File: config.mk
export PLATFORM = sky130hd
export DESIGN_NAME = nabp_processing_scheduler_flat
export DESIGN_NICKNAME = d
export VERILOG_FILES = /design/src/rtl/nabp_processing_scheduler_pkg.sv /design/src/rtl/nabp_processing_scheduler_if.sv /design/src/rtl/nabp_sweep_counter.sv /design/src/rtl/nabp_processing_scheduler.sv /design/src/flat_wrapper.sv
export SDC_FILE = /design/constraint.sdc
export NUM_CORES = 1
export LEC_CHECK = 0
export ABC_AREA = 1
export CORE_MARGIN = 1
export CORE_UTILIZATION = 30
export DETAILED_ROUTE_END_ITERATION = 7
export MAX_ROUTING_LAYER = met4
export PLACE_DENSITY = 0.66
export SLEW_MARGIN = 20
export SYNTH_ARGS = -nofsm -noshare
export SYNTH_HDL_FRONTEND = slang
export SYNTH_SLANG_ARGS = --single-unit
File: constraint.sdc
create_clock -name clk -period 1.39 [get_ports clk]
set_input_delay 0.278 -clock clk [delete_from_list [all_inputs] [get_ports clk]]
set_output_delay 0.278 -clock clk [all_outputs]
set_load 0.02 [all_outputs]
File: src/rtl/nabp_processing_scheduler_pkg.sv
// rtl/nabp_processing_scheduler_pkg.sv - shared widths, PE flag bundle and address helper for the NABP scheduler
package nabp_processing_scheduler_pkg;

  localparam int kLineSizeDefault = 256;
  localparam int kSLength         = 9;
  localparam int kAngleLength     = 9;

  typedef struct packed {
    logic valid;
    logic first;
    logic last;
  } pe_flags_t;

  // Pair k covers samples 2k and 2k+1; odd selects the second swappable's address.
  function automatic logic [kSLength-1:0] pair_addr(input logic [kSLength-1:0] k, input logic odd);
    return (k << 1) | {{(kSLength-1){1'b0}}, odd};
  endfunction

endpackage

File: src/rtl/nabp_processing_scheduler_if.sv
// rtl/nabp_processing_scheduler_if.sv - control, swap-handshake and PE-side signals of the scheduler
interface nabp_processing_scheduler_if;
  import nabp_processing_scheduler_pkg::*;

  logic                    start;
  logic                    pr_next_angle;
  logic                    pr_next_angle_ack;
  logic [kAngleLength-1:0] pr_angle;
  logic                    hs_has_next_angle;
  logic [kSLength-1:0]     pr0_s_val;
  logic [kSLength-1:0]     pr1_s_val;
  logic                    pe_ready;
  logic                    pe_valid;
  logic [kAngleLength-1:0] pe_angle;
  logic                    pe_first;
  logic                    pe_last;
  logic                    busy;
  logic                    done;

  modport slave (
    input  start, pr_next_angle_ack, pr_angle, hs_has_next_angle, pe_ready,
    output pr_next_angle, pr0_s_val, pr1_s_val, pe_valid, pe_angle, pe_first, pe_last, busy, done
  );

  modport master (
    output start, pr_next_angle_ack, pr_angle, hs_has_next_angle, pe_ready,
    input  pr_next_angle, pr0_s_val, pr1_s_val, pe_valid, pe_angle, pe_first, pe_last, busy, done
  );

endinterface

File: src/rtl/nabp_sweep_counter.sv
// rtl/nabp_sweep_counter.sv - pair counter with stall hold and 1-cycle first/last/valid pipeline
module nabp_sweep_counter
  import nabp_processing_scheduler_pkg::*;
#(
  parameter int kLineSize = kLineSizeDefault
) (
  input  logic                clk,
  input  logic                reset,
  input  logic                i_clear,
  input  logic                i_sweep,
  input  logic                i_pe_ready,
  output logic [kSLength-1:0] o_s0,
  output logic [kSLength-1:0] o_s1,
  output logic                o_last_pair,
  output pe_flags_t           o_flags
);

  localparam int                  kLastKInt = kLineSize / 2 - 1;
  localparam logic [kSLength-1:0] kLastK    = kLastKInt[kSLength-1:0];

  logic [kSLength-1:0] r_k;
  pe_flags_t           r_flags;
  logic                w_issue;

  assign w_issue     = i_sweep && i_pe_ready;
  assign o_last_pair = (r_k == kLastK);
  assign o_s0        = i_sweep ? pair_addr(r_k, 1'b0) : '0;
  assign o_s1        = i_sweep ? pair_addr(r_k, 1'b1) : '0;
  assign o_flags     = r_flags;

  always_ff @(posedge clk) begin
    if (reset) begin
      r_k <= '0;
    end else if (i_clear || (w_issue && o_last_pair)) begin
      r_k <= '0;
    end else if (w_issue) begin
      r_k <= r_k + 1'b1;
    end
  end

  // The flag stage only advances when the PEs accept, so a stall re-presents the same flags.
  always_ff @(posedge clk) begin
    if (reset) begin
      r_flags <= '0;
    end else if (i_pe_ready) begin
      r_flags.valid <= i_sweep;
      r_flags.first <= i_sweep && (r_k == '0);
      r_flags.last  <= i_sweep && o_last_pair;
    end
  end

endmodule

File: src/rtl/nabp_processing_scheduler.sv
// rtl/nabp_processing_scheduler.sv - per-angle request/sweep/drain sequencer feeding the processing elements
module nabp_processing_scheduler
  import nabp_processing_scheduler_pkg::*;
#(
  parameter int kLineSize = kLineSizeDefault
) (
  input logic                         clk,
  input logic                         reset,
  nabp_processing_scheduler_if.slave  bus
);

  typedef enum logic [2:0] {
    ST_IDLE,
    ST_REQ,
    ST_SWEEP,
    ST_DRAIN,
    ST_WAIT_ACK_LOW,
    ST_DONE
  } state_t;

  state_t                  r_state;
  state_t                  w_next_state;
  logic [kAngleLength-1:0] r_pe_angle;
  logic                    r_last;
  logic                    w_ack_edge;
  logic                    w_sweep;
  logic                    w_last_pair;
  logic [kSLength-1:0]     w_s0;
  logic [kSLength-1:0]     w_s1;
  pe_flags_t               w_flags;

  assign w_ack_edge = (r_state == ST_REQ) && bus.pr_next_angle_ack;

  always_ff @(posedge clk) begin
    if (reset) begin
      r_state <= ST_IDLE;
    end else begin
      r_state <= w_next_state;
    end
  end

  always_comb begin
    w_next_state = r_state;
    case (r_state)
      ST_IDLE:         if (bus.start) w_next_state = ST_REQ;
      ST_REQ:          if (bus.pr_next_angle_ack) w_next_state = ST_SWEEP;
      ST_SWEEP:        if (bus.pe_ready && w_last_pair) w_next_state = ST_DRAIN;
      ST_DRAIN:        w_next_state = r_last ? ST_DONE : ST_WAIT_ACK_LOW;
      ST_WAIT_ACK_LOW: if (!bus.pr_next_angle_ack) w_next_state = ST_REQ;
      ST_DONE:         w_next_state = ST_IDLE;
      default:         w_next_state = ST_IDLE;
    endcase
  end

  always_comb begin
    bus.pr_next_angle = (r_state == ST_REQ);
    bus.busy          = (r_state != ST_IDLE);
    bus.done          = (r_state == ST_DONE);
    w_sweep           = (r_state == ST_SWEEP);
  end

  always_ff @(posedge clk) begin
    if (reset) begin
      r_pe_angle <= '0;
      r_last     <= 1'b0;
    end else if (w_ack_edge) begin
      r_pe_angle <= bus.pr_angle;
      r_last     <= !bus.hs_has_next_angle;
    end
  end

  nabp_sweep_counter #(
    .kLineSize (kLineSize)
  ) u_sweep_counter (
    .clk         (clk),
    .reset       (reset),
    .i_clear     (w_ack_edge),
    .i_sweep     (w_sweep),
    .i_pe_ready  (bus.pe_ready),
    .o_s0        (w_s0),
    .o_s1        (w_s1),
    .o_last_pair (w_last_pair),
    .o_flags     (w_flags)
  );

  assign bus.pr0_s_val = w_s0;
  assign bus.pr1_s_val = w_s1;
  assign bus.pe_valid  = w_flags.valid;
  assign bus.pe_first  = w_flags.first;
  assign bus.pe_last   = w_flags.last;
  assign bus.pe_angle  = r_pe_angle;

endmodule
File: src/flat_wrapper.sv
// flat-port wrapper written by rule: the top's interface ports become plain ports
module nabp_processing_scheduler_flat import nabp_processing_scheduler_pkg::*;
#(
  parameter int kLineSize = kLineSizeDefault
)
  (clk, reset, bus_start, bus_pr_next_angle_ack, bus_pr_angle, bus_hs_has_next_angle, bus_pe_ready, bus_pr_next_angle, bus_pr0_s_val, bus_pr1_s_val, bus_pe_valid, bus_pe_angle, bus_pe_first, bus_pe_last, bus_busy, bus_done);
  nabp_processing_scheduler_if bus_i ();
  input logic clk;
  input logic reset;
  input wire logic [$bits(bus_i.start)-1:0] bus_start;
  input wire logic [$bits(bus_i.pr_next_angle_ack)-1:0] bus_pr_next_angle_ack;
  input wire logic [$bits(bus_i.pr_angle)-1:0] bus_pr_angle;
  input wire logic [$bits(bus_i.hs_has_next_angle)-1:0] bus_hs_has_next_angle;
  input wire logic [$bits(bus_i.pe_ready)-1:0] bus_pe_ready;
  output wire logic [$bits(bus_i.pr_next_angle)-1:0] bus_pr_next_angle;
  output wire logic [$bits(bus_i.pr0_s_val)-1:0] bus_pr0_s_val;
  output wire logic [$bits(bus_i.pr1_s_val)-1:0] bus_pr1_s_val;
  output wire logic [$bits(bus_i.pe_valid)-1:0] bus_pe_valid;
  output wire logic [$bits(bus_i.pe_angle)-1:0] bus_pe_angle;
  output wire logic [$bits(bus_i.pe_first)-1:0] bus_pe_first;
  output wire logic [$bits(bus_i.pe_last)-1:0] bus_pe_last;
  output wire logic [$bits(bus_i.busy)-1:0] bus_busy;
  output wire logic [$bits(bus_i.done)-1:0] bus_done;
  assign bus_i.start = bus_start;
  assign bus_i.pr_next_angle_ack = bus_pr_next_angle_ack;
  assign bus_i.pr_angle = bus_pr_angle;
  assign bus_i.hs_has_next_angle = bus_hs_has_next_angle;
  assign bus_i.pe_ready = bus_pe_ready;
  assign bus_pr_next_angle = bus_i.pr_next_angle;
  assign bus_pr0_s_val = bus_i.pr0_s_val;
  assign bus_pr1_s_val = bus_i.pr1_s_val;
  assign bus_pe_valid = bus_i.pe_valid;
  assign bus_pe_angle = bus_i.pe_angle;
  assign bus_pe_first = bus_i.pe_first;
  assign bus_pe_last = bus_i.pe_last;
  assign bus_busy = bus_i.busy;
  assign bus_done = bus_i.done;
  nabp_processing_scheduler #(.kLineSize(kLineSize)) u_core (.clk(clk), .reset(reset), .bus(bus_i));
endmodule
==> results.md <==
- Critical Path AT: 1200 ps
- Clock tree buffer depth: 2
- Largest net degree at the start of global routing: 15
- CP bufs+invs: 4
- Core Area: 0.004086 mm^2
- I/O Buffers: 46
- Crit-path cells: inv_2 -> buf_4 -> buf_6 -> nor3_2 -> buf_4
- CP dominant cell by count: buf_4
- Inserted Clock Buffers: 3
- Slowest library cell on the worst path: dfxtp_2
- Post-synth cell types: 26
- Total Routed Length: 3.296 mm
- ANT cells: 0
- Top_reg_cell synth: dfxtp_1
- Die Wd: 68.05 um
- Area grow syn2layout: 74.76%
- Crit path max-delay family: buffers and inverters
- Yosys warns: 0
- Starting Density: 0.3203
- Finished Layout Cells: 311
- All-layer global routing usage: 0.1540
- Syn nets: 198
- Mapped Cells: 181
- Startpoint types: register
- Fmax: 0.6750 GHz
- Drt pass-1 iters: 4
- Unrepaired setup endpoints after global routing: true
- Worst EP required: 1110 ps
- Synth area leader: dfxtp_1
- # IOs: 48
- Post-synth top cells: nor2_1, dfxtp_1, nand2_1
- Antenna violations before repair: 0
- Vias in the first global route: 1227
- Vias post-DR: 1384
- CP Max Fanout: 6
- Clock sink total: 25
- Final slew viol count: 0
- CTS tree: yes
- Critical path endpoint category: output pin
- Placer Congestion: 0.8644
- Setup Skew: 5.429 ps
- CP peak stage delay: 340 ps
- WL/cell: 10.60 um
- DR DRC count: 0
- DP Wirelength: 2.332 mm
- Placed Cells: 297
- Average size of a mapped cell: 7.231 um^2
- Drt via density: 4.450
- Register-to-Register Path Depth: 9
- Peak VDD IR: 0.6593 mV
- Leak: 1.034 nW
- Final ANT Viol Nets: 0
- Grt ovf: 0
- Fillcell total: 375
- Final Critical Period: 1481 ps
- Hold endpoint: u_core.u_sweep_counter.o_flags[1]
- Hold buffers post-CTS: 0
- Most common cell in the netlist: nor2_1
- Root Driver: clkbuf_8
- H-tree depth: 1
- Later-pin clock latency in the skew report: 270 ps
- Hold path depth: 2
- Die Y: 68.05 um
- Row count: 23
- Power Total: 2.443 mW
- Failing checks: negative setup slack
- Post-synth top area share: 0.3824
- Final nets: 279
- Reg-to-reg slack, setup: -70 ps
- Critical path class: register to output pin
- R2R Path Start: u_core.r_state[0]
- FF+latch count, synth: 25
- Async S/R FF share, synth: 0
- Reg clk slew, reported paths: 90 ps
- Starting DRT DRC Count: 52
- Share of layout cells above drive strength 1: 0.4061
- Hold path start: u_core.u_sweep_counter.o_flags[1]
- Final Hold Violating Endpoints: 0
- RR Endpoint: u_core.u_sweep_counter.r_k[8]
- Pwr/cell area: 1068 mW/mm^2
- Final setup vio count: 30
- Tcrit/Tclk final: 1.066
- Setup Total Neg Slack: -1740 ps
- Post-layout util: 0.5597
- Post-synth EDFFs: 0
- HP Class: register to register
- Run status: finished, violations left
- Wire length of the first global-routing pass: 5.278 mm
- Max cap viols: 0
- Synth top area cells: dfxtp_1, nor2_1, nand2_1
- Post-route setup slack: -91.50 ps
- Seq/Total Area, Yosys: 0.3824
- Synth Cell Area: 0.001309 mm^2
- Die ar.: 0.004631 mm^2
report_power, final:
part | switching [mW] | leakage [nW] | internal [mW] | total, mW
registers | 0.0500 | 0.204 | 0.812 | 0.862
logic | 0.599 | 0.805 | 0.558 | 1.16
clock network | 0.224 | 0.0255 | 0.200 | 0.424
layer usage:
| metal | GRT usage | wire (um) | vias to the layer above |
|---|---|---|---|
| li1 | - | - | 724 |
| met1 | 0.1962 | 1532 | 620 |
| met2 | 0.2488 | 1604 | 38 |
| met3 | 0.03833 | 142 | 2 |
| met4 | 0.02344 | 17 | 0 |
| met5 | - | 0 | - |
worst max-delay path by stage:
stage	start	to	slack [ps]	depth (start not counted)
after global placement	u_core.r_state[0]	bus_pr1_s_val[7]	-250	4
after floorplan	u_core.r_state[1]	bus_pr1_s_val[4]	-50	4
after CTS	u_core.r_state[0]	bus_pr0_s_val[1]	-100	5
final	u_core.r_state[2]	bus_done	-90	5
after global routing	u_core.r_state[0]	bus_pr0_s_val[7]	-140	5
after detailed placement	u_core.r_state[0]	bus_pr0_s_val[6]	-280	4
layout by cell type (no fill, tap or decap), types with 5 or more instances in the layout:
master / synthesis / layout
clkdlybuf4s50_1: 0 / 14
a21oi_1: 11 / 11
nor2_1: 35 / 19
dlygate4sd2_1: 0 / 12
nand3_1: 13 / 13
nor2_2: 2 / 9
nand2_1: 25 / 24
buf_4: 12 / 36
dfxtp_1: 25 / 22
buf_6: 1 / 24
nor2_4: 3 / 12
o21ai_0: 12 / 5
o21ai_1: 1 / 8
inv_1: 20 / 17
stage by stage:
stage	instance area [um^2]	worst slack [ps]	hold slack, ps
6_report	2287	-91.50	484.5
5_1_grt	2287	-140.9	520.3
4_1_cts	2110	-95.71	484.8
3_5_place_dp	1999	-280.0	473.4
3_3_place_gp	1999	-253.5	467.1
2_1_floorplan	1326	-46.84	347.1
worst register-to-register path, cell delays in order (launching register included):
cell	delay (ps)
dfxtp_2	340
inv_2	50
buf_4	150
nor2_4	90
nand2_2	80
buf_6	130
nor2_4	170
clkinv_4	130
nand3_4	160
nor2_1	70
cell type report:
type | instances | area (um^2) | share of cell area
Multi-Input combinational cell | 120 | 719.4 | 0.3146
Clock inverter | 1 | 5.005 | 0.002188
Timing Repair inverter | 1 | 6.256 | 0.002735
Tap cell | 50 | 62.56 | 0.02735
Clock buffer | 3 | 41.29 | 0.01805
Timing Repair Buffer | 89 | 848.3 | 0.3709
Inverter | 22 | 100.1 | 0.04376
Sequential cell | 25 | 504.2 | 0.2205
kinds of logic (layout without fill, tap and decap cells):
family                   count (synthesis)  in the layout  share of synthesized area
AO/OA/AOI/OAI                           25             25                    0.09751
XOR/XNOR                                 2              2                    0.01339
adder cells (fa/ha/maj)                  2              2                    0.01912
buffers and inverters                   36            116                     0.1444
flip-flops                              25             25                     0.3824
other                                    1              1                   0.002865
AND/OR/NAND/NOR                         90             90                     0.3403
repair_timing:
item / CTS / global route
resized for setup: 137 / 47
gates cloned: 1 / 2
pin swaps: 1 / 7
buffers inserted: 3 / 4
setup endpoints to repair: 51 / 40
flip-flops by register name, summed over array words and instances (netlist names):
signal and cells:
u_core.r_last 1, u_core.r_state 3, u_core.u_sweep_counter.r_k 9, u_core.bus.pe_angle 9
u_core.u_sweep_counter.o_flags 3
Power figures use the tool's default switching activity.
